==> src/rtl/uart_cmd_decoder_pkg.sv <==
// Shared constants for the UART command decoder: frame header, FSM encoding,
// and the register map that host frames target.
package uart_cmd_decoder_pkg;

  localparam int unsigned BYTE_W = 8;
  localparam int unsigned ADDR_W = 8;
  localparam int unsigned DATA_W = 16;

  localparam logic [BYTE_W-1:0] CMD_HEAD = 8'hAA;

  // Register addresses already decoded by the downstream register blocks
  localparam logic [ADDR_W-1:0] DDS_EN      = 8'd6;
  localparam logic [ADDR_W-1:0] DDS_FWORD_H = 8'd7;
  localparam logic [ADDR_W-1:0] DDS_FWORD_L = 8'd8;
  localparam logic [ADDR_W-1:0] DDS_PWORD   = 8'd9;

  typedef enum logic [2:0] {
    S_HEAD   = 3'd0,
    S_ADDR   = 3'd1,
    S_DATA_H = 3'd2,
    S_DATA_L = 3'd3,
    S_CHK    = 3'd4
  } state_e;

  // Frame checksum: XOR of the three payload bytes
  function automatic logic [BYTE_W-1:0] frame_chk(input logic [BYTE_W-1:0] addr,
                                                  input logic [BYTE_W-1:0] data_h,
                                                  input logic [BYTE_W-1:0] data_l);
    return addr ^ data_h ^ data_l;
  endfunction

endpackage

==> src/rtl/uart_cmd_decoder.sv <==
// Turns the UART receiver byte stream (AA, ADDR, DATA_H, DATA_L, CHK) into
// single-cycle register writes; bad checksums and stalled frames pulse Frame_Err.
module uart_cmd_decoder
  import uart_cmd_decoder_pkg::*;
#(
  parameter int unsigned TIMEOUT_CYCLES = 500000,
  parameter int unsigned CNT_W          = 19
) (
  input  logic                Clk,
  input  logic                Rst_n,
  input  logic [BYTE_W-1:0]   Rx_Data,
  input  logic                Rx_Done,
  output logic                m_wr,
  output logic [ADDR_W-1:0]   m_addr,
  output logic [DATA_W-1:0]   m_wrdata,
  output logic                Frame_Err
);

  localparam logic [CNT_W-1:0] CNT_LAST = CNT_W'(TIMEOUT_CYCLES - 1);

  state_e              state_q, state_d;
  logic [CNT_W-1:0]    cnt_q, cnt_d;
  logic [BYTE_W-1:0]   sh_addr_q, sh_addr_d;
  logic [BYTE_W-1:0]   sh_dh_q, sh_dh_d;
  logic [BYTE_W-1:0]   sh_dl_q, sh_dl_d;
  logic                wr_q, wr_d;
  logic                err_q, err_d;
  logic [ADDR_W-1:0]   addr_q, addr_d;
  logic [DATA_W-1:0]   data_q, data_d;
  logic                timeout_c;

  assign timeout_c = (state_q != S_HEAD) && (cnt_q == CNT_LAST);

  // Next-state, shadow capture, timeout and output pulse generation
  always_comb begin
    state_d   = state_q;
    cnt_d     = cnt_q;
    sh_addr_d = sh_addr_q;
    sh_dh_d   = sh_dh_q;
    sh_dl_d   = sh_dl_q;
    wr_d      = 1'b0;
    err_d     = 1'b0;
    addr_d    = addr_q;
    data_d    = data_q;

    if (Rx_Done) begin
      // A byte always wins over a coincident timeout expiry
      cnt_d = '0;
      unique case (state_q)
        S_HEAD: begin
          if (Rx_Data == CMD_HEAD) state_d = S_ADDR;
        end
        S_ADDR: begin
          sh_addr_d = Rx_Data;
          state_d   = S_DATA_H;
        end
        S_DATA_H: begin
          sh_dh_d = Rx_Data;
          state_d = S_DATA_L;
        end
        S_DATA_L: begin
          sh_dl_d = Rx_Data;
          state_d = S_CHK;
        end
        S_CHK: begin
          if (Rx_Data == frame_chk(sh_addr_q, sh_dh_q, sh_dl_q)) begin
            addr_d = ADDR_W'(sh_addr_q);
            data_d = {sh_dh_q, sh_dl_q};
            wr_d   = 1'b1;
          end else begin
            err_d = 1'b1;
          end
          state_d = S_HEAD;
        end
        default: state_d = S_HEAD;
      endcase
    end else if (state_q == S_HEAD) begin
      cnt_d = '0;
    end else if (timeout_c) begin
      state_d = S_HEAD;
      err_d   = 1'b1;
      cnt_d   = '0;
    end else begin
      cnt_d = cnt_q + CNT_W'(1);
    end
  end

  // State, counter, shadow and output registers
  always_ff @(posedge Clk or negedge Rst_n) begin
    if (!Rst_n) begin
      state_q   <= S_HEAD;
      cnt_q     <= '0;
      sh_addr_q <= '0;
      sh_dh_q   <= '0;
      sh_dl_q   <= '0;
      wr_q      <= 1'b0;
      err_q     <= 1'b0;
      addr_q    <= '0;
      data_q    <= '0;
    end else begin
      state_q   <= state_d;
      cnt_q     <= cnt_d;
      sh_addr_q <= sh_addr_d;
      sh_dh_q   <= sh_dh_d;
      sh_dl_q   <= sh_dl_d;
      wr_q      <= wr_d;
      err_q     <= err_d;
      addr_q    <= addr_d;
      data_q    <= data_d;
    end
  end

  assign m_wr      = wr_q;
  assign m_addr    = addr_q;
  assign m_wrdata  = data_q;
  assign Frame_Err = err_q;

endmodule
==> config.mk <==
export PLATFORM = sky130hd
export DESIGN_NAME = uart_cmd_decoder
export DESIGN_NICKNAME = d
export VERILOG_FILES = /design/src/rtl/uart_cmd_decoder_pkg.sv /design/src/rtl/uart_cmd_decoder.sv
export SDC_FILE = /design/constraint.sdc
export NUM_CORES = 1
export LEC_CHECK = 0
export CORE_MARGIN = 3
export CORE_UTILIZATION = 47
export CTS_CLUSTER_DIAMETER = 80
export DETAILED_ROUTE_END_ITERATION = 10
export GPL_TIMING_DRIVEN = 0
export PLACE_DENSITY = 0.67
export SLEW_MARGIN = 20
export SYNTH_ARGS = -nofsm -noshare
export SYNTH_HDL_FRONTEND = slang
export SYNTH_SLANG_ARGS = --single-unit
==> constraint.sdc <==
create_clock -name Clk -period 2 [get_ports Clk]
set_input_delay 0.4 -clock Clk [delete_from_list [all_inputs] [get_ports Clk]]
set_output_delay 0.4 -clock Clk [all_outputs]
set_load 0.01 [all_outputs]
==> results of run 1 <==
==> through the flow <==
stage / worst slack (ns) / instances / total power [uW] / util [%] / hold slack [ns]
finish: -0.06685 / 383 / 4248 / 62.73 / 0.02268
global placement: -1.964 / 358 / 3126 / 56.39 / 0.4679
CTS: -0.02673 / 380 / 4185 / 60.69 / 0.03182
floorplan: 0.03688 / 245 / 2872 / - / 0.1044
detailed placement: -0.8330 / 359 / 3157 / 56.66 / 0.3946
global route: -0.1349 / 383 / 4524 / 62.73 / 0.05578
==> registers in the layout (all words and copies together) (netlist names) <==
signal / cells
sh_dh_q: 8
state_q: 3
sh_addr_q: 8
cnt_q: 19
m_addr: 8
Frame_Err: 1
m_wrdata: 16
sh_dl_q: 8
m_wr: 1
==> layout by cell type, fill, tap and decap left out, types with 2 or more instances in the layout <==
| cell | netlist | layout |
|---|---|---|
| sky130_fd_sc_hd__clkinv_2 | 0 | 2 |
| sky130_fd_sc_hd__nand3_1 | 7 | 6 |
| sky130_fd_sc_hd__xnor2_1 | 21 | 19 |
| sky130_fd_sc_hd__nor3_1 | 4 | 4 |
| sky130_fd_sc_hd__nand4_1 | 6 | 6 |
| sky130_fd_sc_hd__buf_4 | 0 | 11 |
| sky130_fd_sc_hd__clkbuf_1 | 4 | 2 |
| sky130_fd_sc_hd__mux2_2 | 46 | 28 |
| sky130_fd_sc_hd__and4_1 | 2 | 2 |
| sky130_fd_sc_hd__nor2_1 | 25 | 24 |
| sky130_fd_sc_hd__nor4_1 | 3 | 3 |
| sky130_fd_sc_hd__clkbuf_8 | 0 | 10 |
| sky130_fd_sc_hd__dfrtp_1 | 72 | 72 |
| sky130_fd_sc_hd__nand2_1 | 9 | 9 |
| sky130_fd_sc_hd__clkdlybuf4s50_1 | 0 | 27 |
| sky130_fd_sc_hd__inv_1 | 2 | 2 |
| sky130_fd_sc_hd__mux2_4 | 0 | 20 |
| sky130_fd_sc_hd__dlygate4sd2_1 | 0 | 8 |
| sky130_fd_sc_hd__a21oi_1 | 2 | 2 |
| sky130_fd_sc_hd__buf_8 | 0 | 3 |
| sky130_fd_sc_hd__nor4bb_1 | 3 | 3 |
| sky130_fd_sc_hd__xor2_1 | 19 | 18 |
| sky130_fd_sc_hd__xnor2_2 | 0 | 2 |
==> power breakdown <==
| part | internal, uW | switching [uW] | total, uW |
|---|---|---|---|
| Combinational | 729 | 607 | 1340 |
| Sequential | 1730 | 247 | 1980 |
| Clock | 452 | 479 | 931 |
==> layer usage <==
| layer | part of all wire [%] | up-vias | routed length, um | track usage (%) |
|---|---|---|---|---|
| li1 | - | 973 | - | - |
| met1 | 48 | 987 | 2874 | 22.71 |
| met2 | 48 | 26 | 2883 | 26.58 |
| met3 | 3.0 | 8 | 183 | 3.352 |
| met4 | 1.5 | 0 | 88 | 7.830 |
| met5 | 0 | - | 0 | 0 |
==> final cells by class <==
class                   instances  area [um^2]  share of cell area (%)
plain buffers                   4        27.53                  0.6794
flip-flops and latches         72         1802                   44.47
clock buffers                  10        137.6                   3.397
multi-input cells             165         1459                   36.01
repair buffers                 51        511.7                   12.63
well taps                      77        96.34                   2.378
clock inverters                 2        10.01                  0.2471
inverters                       2        7.507                  0.1853
==> worst paths after layout <==
| path | slack, ns | cells after the start | end | start |
|---|---|---|---|---|
| hold reg to reg | 0.48 | 1 | cnt_q[0] | cnt_q[0] |
| setup reg to reg | -0.06 | 7 | m_wrdata[0] | sh_dh_q[4] |
| max in group asynchronous | 1.42 | 2 | cnt_q[8] | Rst_n |
| min in group Clk | 0.48 | 1 | cnt_q[0] | cnt_q[0] |
| hold / removal | 0.02 | 1 | m_wrdata[7] | Rst_n |
| setup / recovery | -0.07 | 8 | m_wrdata[0] | Rx_Data[4] |
==> Yosys cell counts <==
master	instances
sky130_fd_sc_hd__and4_1	2
sky130_fd_sc_hd__a211o_1	1
sky130_fd_sc_hd__a211oi_1	1
sky130_fd_sc_hd__nor4bb_1	3
sky130_fd_sc_hd__nor4_1	3
sky130_fd_sc_hd__inv_1	2
sky130_fd_sc_hd__nor3_1	4
sky130_fd_sc_hd__dfrtp_1	72
sky130_fd_sc_hd__xor2_1	19
sky130_fd_sc_hd__nor2b_1	1
sky130_fd_sc_hd__nand2_1	9
sky130_fd_sc_hd__nand4_2	1
sky130_fd_sc_hd__ha_1	1
sky130_fd_sc_hd__nand4bb_1	1
sky130_fd_sc_hd__mux2_1	2
sky130_fd_sc_hd__clkbuf_1	4
sky130_fd_sc_hd__and2_1	1
sky130_fd_sc_hd__nand3_1	7
sky130_fd_sc_hd__nand3b_1	1
sky130_fd_sc_hd__o31ai_2	1
sky130_fd_sc_hd__xnor2_1	21
sky130_fd_sc_hd__nor2_1	25
sky130_fd_sc_hd__nor4_4	1
sky130_fd_sc_hd__o21ai_0	1
sky130_fd_sc_hd__and3b_1	1
sky130_fd_sc_hd__a21o_1	1
sky130_fd_sc_hd__a21oi_1	2
sky130_fd_sc_hd__a21bo_2	1
sky130_fd_sc_hd__buf_6	2
sky130_fd_sc_hd__and3_1	1
sky130_fd_sc_hd__nand4_1	6
sky130_fd_sc_hd__mux2_2	46
sky130_fd_sc_hd__nor3b_1	1
==> repair_timing <==
| item | CTS | global route |
|---|---|---|
| setup buffers | 8 | 5 |
| hold buffers | 0 | 0 |
| pin swaps | 9 | 6 |
| setup endpoints to repair | 50 | 43 |
| gates resized for setup | 17 | 28 |
| gates cloned | 2 | 0 |
| endpoints found under the hold margin | 0 | 0 |
==> worst max-delay path, delay by kind of cell <==
kind / cells / cell delay [ns]
buffers and inverters: 3 / 0.63
muxes: 1 / 0.32
xor gates and xnor gates: 2 / 0.44
and+or+nand+nor: 2 / 0.50
==> cell families after synthesis <==
logic type               Yosys count
AO/OA/AOI/OAI                      8
flip-flops                        72
multiplexers                      48
XOR/XNOR                          40
buffers and inverters              8
adder cells (fa/ha/maj)            1
AND/OR/NAND/NOR                   68
==> tab_implementation.tex, run 1 <==
\begin{tabular}{lr}
\hline
Metric & Value \\
\hline
\multicolumn{2}{l}{\textbf{Status}} \\
Status & complete, but fails checks \\
Violations in the final reports & negative setup slack \\
\multicolumn{2}{l}{\textbf{Floorplanning}} \\
Site row count & 29 \\
Number of ports placed on the die boundary & 37 \\
Core area & 6459 um\^{}2 \\
Area of the die & 7801 um\^{}2 \\
Initial core utilization & 49.32\% \\
Die extent in y & 88.33 um \\
Width of the die & 88.33 um \\
\multicolumn{2}{l}{\textbf{Timing}} \\
Max-Slew Margin vs Limit & 52.03\% \\
Unrepaired setup endpoints after global routing & yes \\
PnR worst setup slack & -0.06685 ns \\
Final setup violation count & 24 \\
Fmax & 483.8 MHz \\
Final number of max-transition violations & 0 \\
Final hold violations & 0 \\
Final worst path period share & 103.3\% \\
Setup clock skew after layout & 0.005626 ns \\
Final worst path period need & 2.067 ns \\
Pin slew with the least headroom to its limit & 0.7141 ns \\
Total Neg Setup Slack & -1.233 ns \\
\multicolumn{2}{l}{\textbf{Worst setup path}} \\
Type of the setup path with the least slack & in -> reg \\
Required time of the worst setup path & 2.22 ns \\
Critical-path cell with the highest stage delay & sky130\_fd\_sc\_hd\_\_nor4\_4 \\
WP data arrival & 2.29 ns \\
Crit path launch type & input pin \\
Worst path cell trace & dlygate4sd2\_1, xor2\_2, xnor2\_1, nand4\_2, nor4\_4, buf\_6, buf\_4, mux2\_2 \\
Kind of capture point of the worst setup path & flop \\
Delay contributed by the slowest stage of the critical path & 0.32 ns \\
Maximum fanout count along the critical path & 5 \\
\multicolumn{2}{l}{\textbf{Pwr}} \\
Leakage component of the power & 0.001784 uW \\
Maximum VDD drop & 0.4931 mV \\
Power density normalized to cell area & 1048 nW/um\^{}2 \\
\multicolumn{2}{l}{\textbf{Drt}} \\
Count of TritonRoute iterations in the first routing pass & 4 \\
Vias & 1994 \\
Initial drt markers & 76 \\
Average routed wire per standard cell & 15.74 um \\
Wire length reported by the detailed router & 6.029 mm \\
Number of design rule violations left after detail routing & 0 \\
Detail-routed via count per cell & 5.206 \\
Residual antenna-violating net count after detailed routing & 0 \\
\multicolumn{2}{l}{\textbf{Logic synthesis}} \\
Dominant combinational cell family by area after synthesis & multiplexers \\
Synthesis-stage register bit count & 72 \\
Cell types occupying the most area after synthesis & sky130\_fd\_sc\_hd\_\_dfrtp\_1 (57\%), sky130\_fd\_sc\_hd\_\_mux2\_2 (16\%), sky130\_fd\_sc\_hd\_\_xnor2\_1 (5.8\%), sky130\_fd\_sc\_hd\_\_xor2\_1 (5.2\%), sky130\_fd\_sc\_hd\_\_nor2\_1 (2.9\%) \\
Yosys top cell area share & 56.56\% \\
Post-synthesis share of cell area spent on and, or, nand and nor gates & 11.74\% \\
Fraction of the mapped netlist area in adder cells & 0.3928\% \\
Post-synthesis net count & 257 \\
Syn Std Cell Area & 3186 um\^{}2 \\
Syn Inst Count & 245 \\
Register area share after synthesis & 56.56\% \\
Warning count from the yosys run & 0 \\
Synthesized-area fraction occupied by xor and xnor cells & 11.00\% \\
Unique masters post-synth & 33 \\
Multiplexer area fraction after synthesis & 16.97\% \\
Area fraction in compound gates after synthesis & 1.925\% \\
Post-Synthesis Mean Instance Area & 13.00 um\^{}2 \\
Biggest area consumer among synthesized cells & sky130\_fd\_sc\_hd\_\_dfrtp\_1 \\
\multicolumn{2}{l}{\textbf{Placement}} \\
Half-perimeter wire length after detailed placement & 3.883 mm \\
GP Congestion & 0.8101 \\
Quantity of I/O buffers inserted on ports & 36 \\
Cell area after placement & 3660 um\^{}2 \\
\multicolumn{2}{l}{\textbf{Layout}} \\
Number of fill cells & 512 \\
Share of cells above drive strength 1 & 28.76\% \\
Synth-to-Final Area Change & 27.18\% \\
Diode count & 0 \\
Finished layout cell area & 4051 um\^{}2 \\
Final-stage net count & 317 \\
\multicolumn{2}{l}{\textbf{Flow run}} \\
\# Max-Cap Violations & 0 \\
\multicolumn{2}{l}{\textbf{CTS}} \\
CTS tree & built \\
Clock Tree Buf Depth & 2 \\
Clock root buffer & sky130\_fd\_sc\_hd\_\_clkbuf\_8 \\
Insertion delay of the later-clocked pin in the worst-skew pair & 0.33 ns \\
Sinks on the clock net & 72 \\
H-tree depth & 3 \\
Clock transition time at the flip-flop clock pins of the worst setup and hold paths & 0.07 ns \\
Inserted Clock Buffers & 9 \\
\multicolumn{2}{l}{\textbf{GRT}} \\
Largest net degree at the start of global routing & 38 \\
Antenna violations before repair & 0 \\
Global-route wire length before repair & 9.867 mm \\
Vias in the first global route & 1968 \\
Total grt overflow & 0 \\
Overall routing resource usage & 16.92\% \\
\multicolumn{2}{l}{\textbf{Hold path}} \\
Hold Path Class & in -> async \\
\hline
\end{tabular}
(Power assumes the default switching activity.)
==> run 2, diff against run 1 <==
--- a/config.mk
+++ b/config.mk
@@ -6,11 +6,10 @@
 export NUM_CORES = 1
 export LEC_CHECK = 0
 export CORE_MARGIN = 3
-export CORE_UTILIZATION = 47
+export CORE_UTILIZATION = 40
 export CTS_CLUSTER_DIAMETER = 80
 export DETAILED_ROUTE_END_ITERATION = 10
 export GPL_TIMING_DRIVEN = 0
-export PLACE_DENSITY = 0.67
 export SLEW_MARGIN = 20
 export SYNTH_ARGS = -nofsm -noshare
 export SYNTH_HDL_FRONTEND = slang
==> run 2 against run 1 <==
  * The flow now finishes without violations
  * Die area grew 16%
  * Clock power grew 15%
  * Utilization fell by 8.1 points
  * Sequential power barely moved
  * Sequential share of layout area down 0.44 points
  * First-iteration DRC count fell by 7.9%
  * Worst hold slack better by 0.46 ns
  * Clock skew increased by 0.0087 ns
  * Final area up 0.99%
  * Register-to-register slack better by 0.07 ns
  * Combinational power down 5%
  * Global-route usage shrank 2.3 points
  * Highest routed layer unchanged
==> tab_implementation.tex, run 2 (synthesis gave the netlist of run 1 again) <==
\begin{tabular}{lr}
\hline
Metric & Value \\
\hline
\multicolumn{2}{l}{\textbf{GRT}} \\
Total grt overflow & 0 (unchanged) \\
Overall routing resource usage & 14.66\% (-2.3 points) \\
Vias in the first global route & 2037 (+3.5\%) \\
Antenna violations before repair & 0 (unchanged) \\
Largest net degree at the start of global routing & 50 (+32\%) \\
Global-route wire length before repair & 9.970 mm (+1.0\%) \\
\multicolumn{2}{l}{\textbf{Drt}} \\
Vias & 1987 (-0.35\%) \\
Number of design rule violations left after detail routing & 0 (unchanged) \\
Wire length reported by the detailed router & 6.139 mm (+1.8\%) \\
Average routed wire per standard cell & 15.08 um (-4.2\%) \\
Initial drt markers & 70 (-7.9\%) \\
Detail-routed via count per cell & 4.882 (-6.2\%) \\
Residual antenna-violating net count after detailed routing & 0 (unchanged) \\
Count of TritonRoute iterations in the first routing pass & 4 (unchanged) \\
\multicolumn{2}{l}{\textbf{Timing}} \\
Fmax & 503.3 MHz (+4.0\%) \\
Max-Slew Margin vs Limit & 48.05\% (-4.0 points) \\
Final worst path period share & 99.34\% (-4.0 points) \\
Setup clock skew after layout & 0.01435 ns (+0.008728 ns) \\
Final hold violations & 0 (unchanged) \\
Worst hold slack after final layout & 0.4847 ns (+0.4620 ns) \\
Total Neg Setup Slack & 0 ns (+1.233 ns) \\
Final worst path period need & 1.987 ns (-0.08012 ns) \\
Pin slew with the least headroom to its limit & 0.7733 ns (+0.05930 ns) \\
Unrepaired setup endpoints after global routing & yes \\
Final number of max-transition violations & 0 (unchanged) \\
Final setup violation count & 0 (-100\%) \\
\multicolumn{2}{l}{\textbf{Layout}} \\
Most frequent cells in the layout & sky130\_fd\_sc\_hd\_\_dfrtp\_1 (72), sky130\_fd\_sc\_hd\_\_mux2\_2 (28), sky130\_fd\_sc\_hd\_\_clkdlybuf4s50\_1 (27) \\
Area taken by multi-input logic gates & 1436 um\^{}2 (-1.5\%) \\
Flip-flop count of the largest register, all copies and words added & 19 (unchanged) \\
Share of cells above drive strength 1 & 27.92\% (-0.84 points) \\
Register with the most flip-flops & cnt\_q \\
Reg area & 1802 um\^{}2 (unchanged) \\
Final-stage net count & 315 (-0.63\%) \\
Commonest non-fill, non-tap cell in the layout & sky130\_fd\_sc\_hd\_\_dfrtp\_1 \\
Number of fill cells & 656 (+28\%) \\
Diode count & 0 (unchanged) \\
Synth-to-Final Area Change & 28.44\% \\
\multicolumn{2}{l}{\textbf{Pwr}} \\
Power density normalized to cell area & 1055 nW/um\^{}2 (+0.65\%) \\
Maximum VDD drop & 0.5883 mV (+19\%) \\
Leakage component of the power & 0.001774 uW (-0.59\%) \\
Power after layout & 4317 uW (+1.6\%) \\
\multicolumn{2}{l}{\textbf{CTS}} \\
H-tree depth & 3 (unchanged) \\
CTS tree & built \\
Insertion delay of the later-clocked pin in the worst-skew pair & 0.35 ns (+0.02 ns) \\
Sinks on the clock net & 72 (unchanged) \\
Inserted Clock Buffers & 9 (unchanged) \\
Clock Tree Buf Depth & 2 (unchanged) \\
Clock root buffer & sky130\_fd\_sc\_hd\_\_clkbuf\_8 \\
Clock transition time at the flip-flop clock pins of the worst setup and hold paths & 0.09 ns (+0.02 ns) \\
\multicolumn{2}{l}{\textbf{Floorplanning}} \\
Initial core utilization & 42.55\% (-6.8 points) \\
Core area & 7486 um\^{}2 (+16\%) \\
Width of the die & 95.24 um (+7.8\%) \\
Site row count & 31 (+6.9\%) \\
Number of ports placed on the die boundary & 37 (unchanged) \\
Die extent in y & 95.24 um (+7.8\%) \\
Area of the die & 9071 um\^{}2 (+16\%) \\
\multicolumn{2}{l}{\textbf{Placement}} \\
Quantity of I/O buffers inserted on ports & 36 (unchanged) \\
GP Congestion & 0.7661 (-5.4\%) \\
Half-perimeter wire length after detailed placement & 3.898 mm (+0.39\%) \\
\multicolumn{2}{l}{\textbf{Worst setup path}} \\
Worst R2R Setup Slack & 0.01 ns (+0.07 ns) \\
WP data arrival & 2.22 ns (-0.07 ns) \\
Type of the setup path with the least slack & reg -> reg \\
Depth of the most critical reg-to-reg path & 7 (unchanged) \\
Crit path launch type & flop \\
Maximum fanout count along the critical path & 6 (+1) \\
Kind of capture point of the worst setup path & flop \\
Critical Path Start & sh\_addr\_q[4] \\
Required time of the worst setup path & 2.23 ns (about the same) \\
CP endpoint & m\_addr[5] \\
Worst reg2reg endpoint & m\_addr[5] \\
Reg2reg start & sh\_addr\_q[4] \\
\multicolumn{2}{l}{\textbf{Flow run}} \\
\# Max-Cap Violations & 0 (unchanged) \\
\multicolumn{2}{l}{\textbf{Status}} \\
Status & complete, no violations \\
\multicolumn{2}{l}{\textbf{Hold path}} \\
Hold Path Class & in -> async \\
\hline
\end{tabular}
## run 2: layout make-up
| class | count | share of cell area, % |
|---|---|---|
| plain buffers | 5 | 1.162 |
| clock buffers | 9 | 3.028 |
| clock inverters | 7 | 1.498 |
| inverters | 2 | 0.1835 |
| multi-input cells | 165 | 35.11 |
| flip-flops and latches | 72 | 44.04 |
| well taps | 99 | 3.028 |
| repair buffers | 48 | 11.96 |
## run 2: timing repair
action,4_1_cts,5_1_grt
gates cloned,1,1
endpoints found under the setup margin,50,42
hold buffers,1,0
pin swaps,7,6
setup buffers,4,4
endpoints found under the hold margin,23,0
resized for setup,16,25
## run 2: worst min path at each step
stage | slack [ns] | cells past startpoint | startpoint | endpoint
after floorplan | 0.10 | 0 | Rst_n | Frame_Err
after global placement | 0.47 | 1 | m_wrdata[4] | m_wrdata[4]
after detailed placement | 0.33 | 1 | Rst_n | sh_dh_q[4]
after CTS | 0.48 | 2 | Rst_n | m_addr[7]
after global routing | 0.50 | 2 | Rst_n | m_addr[7]
final | 0.48 | 2 | Rst_n | m_addr[7]
## run 2: per-layer routing
layer / routed length [um] / vias up / global-route usage, %
met4: 108 / 0 / 5.529
met1: 2872 / 971 / 18.86
met5: 0 / - / 0
met2: 2875 / 35 / 23.03
li1: - / 970 / -
met3: 282 / 11 / 4.736
## run 2: worst max-delay path, stage by stage (launching register included)
cell and delay [ns]:
sky130_fd_sc_hd__dfrtp_1 0.41, sky130_fd_sc_hd__xor2_1 0.18, sky130_fd_sc_hd__xnor2_1 0.20, sky130_fd_sc_hd__nand4_2 0.17, sky130_fd_sc_hd__nor4_4 0.26, sky130_fd_sc_hd__buf_6 0.19, sky130_fd_sc_hd__buf_8 0.15, sky130_fd_sc_hd__mux2_4 0.30
## run 2: where the power goes
part	switching [uW]	total [uW]	leakage, uW	internal, uW
logic	593	1270	0.000726	681
registers	241	1970	0.000959	1730
clock network	598	1070	0.0000888	473
total	1430	4320	0.00177	2880
## run 2: metrics by stage
step	std cells	cell area (um^2)	setup WS, ns	utilization (%)
after floorplan	245	3186	0.03688	-
after global placement	380	3670	-2.017	49.02
after detailed placement	381	3695	-0.8194	49.36
after CTS	402	3944	0.01166	52.68
after global routing	407	4091	-0.1256	54.65
final	407	4091	0.01326	54.65
==> run 3, diff against run 2 <==
--- a/config.mk
+++ b/config.mk
@@ -10,7 +10,7 @@
 export CTS_CLUSTER_DIAMETER = 80
 export DETAILED_ROUTE_END_ITERATION = 10
 export GPL_TIMING_DRIVEN = 0
-export SLEW_MARGIN = 20
+export SLEW_MARGIN = 5
 export SYNTH_ARGS = -nofsm -noshare
 export SYNTH_HDL_FRONTEND = slang
 export SYNTH_SLANG_ARGS = --single-unit
==> run 3 against run 2 <==
  * Clock-buffer cell count is 1 higher
  * Clock power barely moved
  * The flow now finishes with violations (negative setup slack)
  * Wire length increased by 2.1%
  * Die area unchanged
  * Register-to-register slack worse by 0.11 ns
  * Final area grew 0.83%
  * Global-route usage rose by 0.15 points
==> tab_implementation.tex, run 3 (synthesis gave the netlist of run 1 again) <==
\begin{tabular}{lr}
\hline
Metric & Value \\
\hline
\multicolumn{2}{l}{\textbf{Status}} \\
Status & complete, but fails checks \\
Violations in the final reports & negative setup slack \\
\multicolumn{2}{l}{\textbf{Layout}} \\
Fraction of the core area covered by cells at the end of the flow & 55.11\% (+0.45 points) \\
Final-stage net count & 320 (+1.6\%) \\
Finished layout cell area & 4125 um\^{}2 (+0.83\%) \\
Register with the most flip-flops & cnt\_q \\
Most frequent cells in the layout & sky130\_fd\_sc\_hd\_\_dfrtp\_1 (72), sky130\_fd\_sc\_hd\_\_clkdlybuf4s50\_1 (27), sky130\_fd\_sc\_hd\_\_nor2\_1 (24), sky130\_fd\_sc\_hd\_\_mux2\_2 (24), sky130\_fd\_sc\_hd\_\_mux2\_4 (24) \\
Commonest non-fill, non-tap cell in the layout & sky130\_fd\_sc\_hd\_\_dfrtp\_1 \\
Flip-flop count of the largest register, all copies and words added & 19 (unchanged) \\
Synth-to-Final Area Change & 29.50\% \\
Share of cells above drive strength 1 & 29.07\% (+1.2 points) \\
Diode count & 0 (unchanged) \\
\multicolumn{2}{l}{\textbf{Drt}} \\
Initial drt markers & 80 (+14\%) \\
Vias & 2017 (+1.5\%) \\
Residual antenna-violating net count after detailed routing & 0 (unchanged) \\
Count of TritonRoute iterations in the first routing pass & 4 (unchanged) \\
Detail-routed via count per cell & 4.896 (+0.28\%) \\
Number of design rule violations left after detail routing & 0 (unchanged) \\
Average routed wire per standard cell & 15.21 um (+0.85\%) \\
Wire length reported by the detailed router & 6.267 mm (+2.1\%) \\
\multicolumn{2}{l}{\textbf{Floorplanning}} \\
Die extent in y & 95.24 um (unchanged) \\
Initial core utilization & 42.55\% (unchanged) \\
Core area & 7486 um\^{}2 (unchanged) \\
Number of ports placed on the die boundary & 37 (unchanged) \\
Area of the die & 9071 um\^{}2 (unchanged) \\
Width of the die & 95.24 um (unchanged) \\
Site row count & 31 (unchanged) \\
\multicolumn{2}{l}{\textbf{Worst setup path}} \\
Type of the setup path with the least slack & reg -> reg \\
CP endpoint & m\_wrdata[3] \\
Crit path launch type & flop \\
Critical Path Start & sh\_dl\_q[4] \\
Maximum fanout count along the critical path & 5 (-1) \\
Reg2reg start & sh\_dl\_q[4] \\
Kind of capture point of the worst setup path & flop \\
Required time of the worst setup path & 2.22 ns (about the same) \\
Worst reg2reg endpoint & m\_wrdata[3] \\
WP data arrival & 2.32 ns (+0.10 ns) \\
Worst R2R Setup Slack & -0.1 ns (-0.11 ns) \\
Depth of the most critical reg-to-reg path & 7 (unchanged) \\
\multicolumn{2}{l}{\textbf{Timing}} \\
Unrepaired setup endpoints after global routing & yes \\
Final number of max-transition violations & 0 (unchanged) \\
Final hold violations & 0 (unchanged) \\
Setup clock skew after layout & 0.01208 ns (-0.002272 ns) \\
Pin slew with the least headroom to its limit & 0.7195 ns (-0.05387 ns) \\
Fmax & 476.9 MHz (-5.3\%) \\
Final worst path period need & 2.097 ns (+0.1101 ns) \\
Max-Slew Margin vs Limit & 51.67\% (+3.6 points) \\
PnR worst setup slack & -0.09684 ns (-0.1101 ns) \\
Final setup violation count & 24 (+24) \\
Final worst path period share & 104.8\% (+5.5 points) \\
\multicolumn{2}{l}{\textbf{CTS}} \\
Insertion delay of the later-clocked pin in the worst-skew pair & 0.35 ns (about the same) \\
H-tree depth & 3 (unchanged) \\
Clock root buffer & sky130\_fd\_sc\_hd\_\_clkbuf\_8 \\
Inserted Clock Buffers & 9 (unchanged) \\
Sinks on the clock net & 72 (unchanged) \\
Clock transition time at the flip-flop clock pins of the worst setup and hold paths & 0.08 ns (about the same) \\
Clock Tree Buf Depth & 2 (unchanged) \\
CTS tree & built \\
\multicolumn{2}{l}{\textbf{Pwr}} \\
Power density normalized to cell area & 1057 nW/um\^{}2 (+0.19\%) \\
Maximum VDD drop & 0.4965 mV (-16\%) \\
Power after layout & 4361 uW (+1.0\%) \\
Leakage component of the power & 0.001790 uW (+0.93\%) \\
\multicolumn{2}{l}{\textbf{GRT}} \\
Global-route wire length before repair & 10.09 mm (+1.2\%) \\
Largest net degree at the start of global routing & 67 (+34\%) \\
Total grt overflow & 0 (unchanged) \\
Vias in the first global route & 2053 (+0.79\%) \\
Antenna violations before repair & 0 (unchanged) \\
Overall routing resource usage & 14.81\% (+0.15 points) \\
\multicolumn{2}{l}{\textbf{Placement}} \\
Quantity of I/O buffers inserted on ports & 36 (unchanged) \\
Cell area after placement & 3695 um\^{}2 (unchanged) \\
Half-perimeter wire length after detailed placement & 3.889 mm (-0.23\%) \\
GP Congestion & 0.7661 (unchanged) \\
Worst setup slack after placement & -0.8340 ns (-0.01454 ns) \\
\multicolumn{2}{l}{\textbf{Hold path}} \\
Hold Path Class & in -> async \\
\multicolumn{2}{l}{\textbf{Flow run}} \\
\# Max-Cap Violations & 0 (unchanged) \\
\hline
\end{tabular}
run 3: cell count changes in the layout (fill, tap and decap cells not counted):
| cell | change |
|---|---|
| sky130_fd_sc_hd__clkbuf_8 | +1 |
| sky130_fd_sc_hd__buf_4 | +5 |
| sky130_fd_sc_hd__buf_8 | +2 |
| sky130_fd_sc_hd__mux2_4 | +4 |
| sky130_fd_sc_hd__buf_12 | -1 |
| sky130_fd_sc_hd__mux2_2 | -4 |
| sky130_fd_sc_hd__clkinvlp_4 | +2 |
| sky130_fd_sc_hd__clkbuf_16 | -1 |
| sky130_fd_sc_hd__clkinv_4 | -1 |
| sky130_fd_sc_hd__inv_8 | -1 |
| sky130_fd_sc_hd__inv_6 | -2 |
| sky130_fd_sc_hd__clkinv_2 | +1 |
run 3: worst min path at each step:
stage | to | cells after the start
2_1_floorplan | Frame_Err | 0
4_1_cts | m_wrdata[12] | 2
3_5_place_dp | m_wrdata[12] | 1
3_3_place_gp | m_wrdata[4] | 1
5_1_grt | m_wrdata[12] | 2
6_report | m_wrdata[12] | 2
run 3: layer usage:
layer	global-route usage, %	vias to the layer above	wire length [um]
met5	0	-	0
met2	22.92	42	2973
met1	19.17	987	2874
met3	5.288	9	302
li1	-	979	-
met4	5.288	0	117
run 3: stage by stage:
step	cells	TNS, ns	hold slack, ns
floorplan	245	0	0.1044
global placement	380	-176.84	0.4689
detailed placement	381	-32.46	0.2319
CTS	405	0	0.4003
global route	412	-3.938	0.4140
finish	412	-1.772	0.4196
run 3: repair_timing:
action / CTS / global route
setup buffers: 6 / 7
hold buffers: 1 / 0
cloned: 2 / 0
setup endpoints to repair: 51 / 42
pin swaps: 8 / 6
resized for setup: 15 / 33
hold endpoints to repair: 6 / 0
run 3: worst max-delay path, stage by stage, from the launching register on:
cell                      delay (ns)
sky130_fd_sc_hd__dfrtp_1        0.40
sky130_fd_sc_hd__xor2_1         0.17
sky130_fd_sc_hd__xnor2_1        0.24
sky130_fd_sc_hd__nand4_2        0.18
sky130_fd_sc_hd__nor4_4         0.36
sky130_fd_sc_hd__buf_4          0.20
sky130_fd_sc_hd__buf_8          0.13
sky130_fd_sc_hd__mux2_4         0.30
run 3: area by class of cell:
cell class | count | area (um^2)
buffer | 5 | 42.54
clock buffer | 10 | 137.6
clock inverter | 6 | 43.79
fill | 639 | 3361
inverter | 2 | 7.507
multi-input combinational | 165 | 1451
sequential | 72 | 1802
tap | 99 | 123.9
timing repair buffer | 53 | 516.7
run 3: where the power goes:
part,switching (uW),internal (uW)
logic,619,738
registers,237,1730
clock network,550,485
total,1410,2960
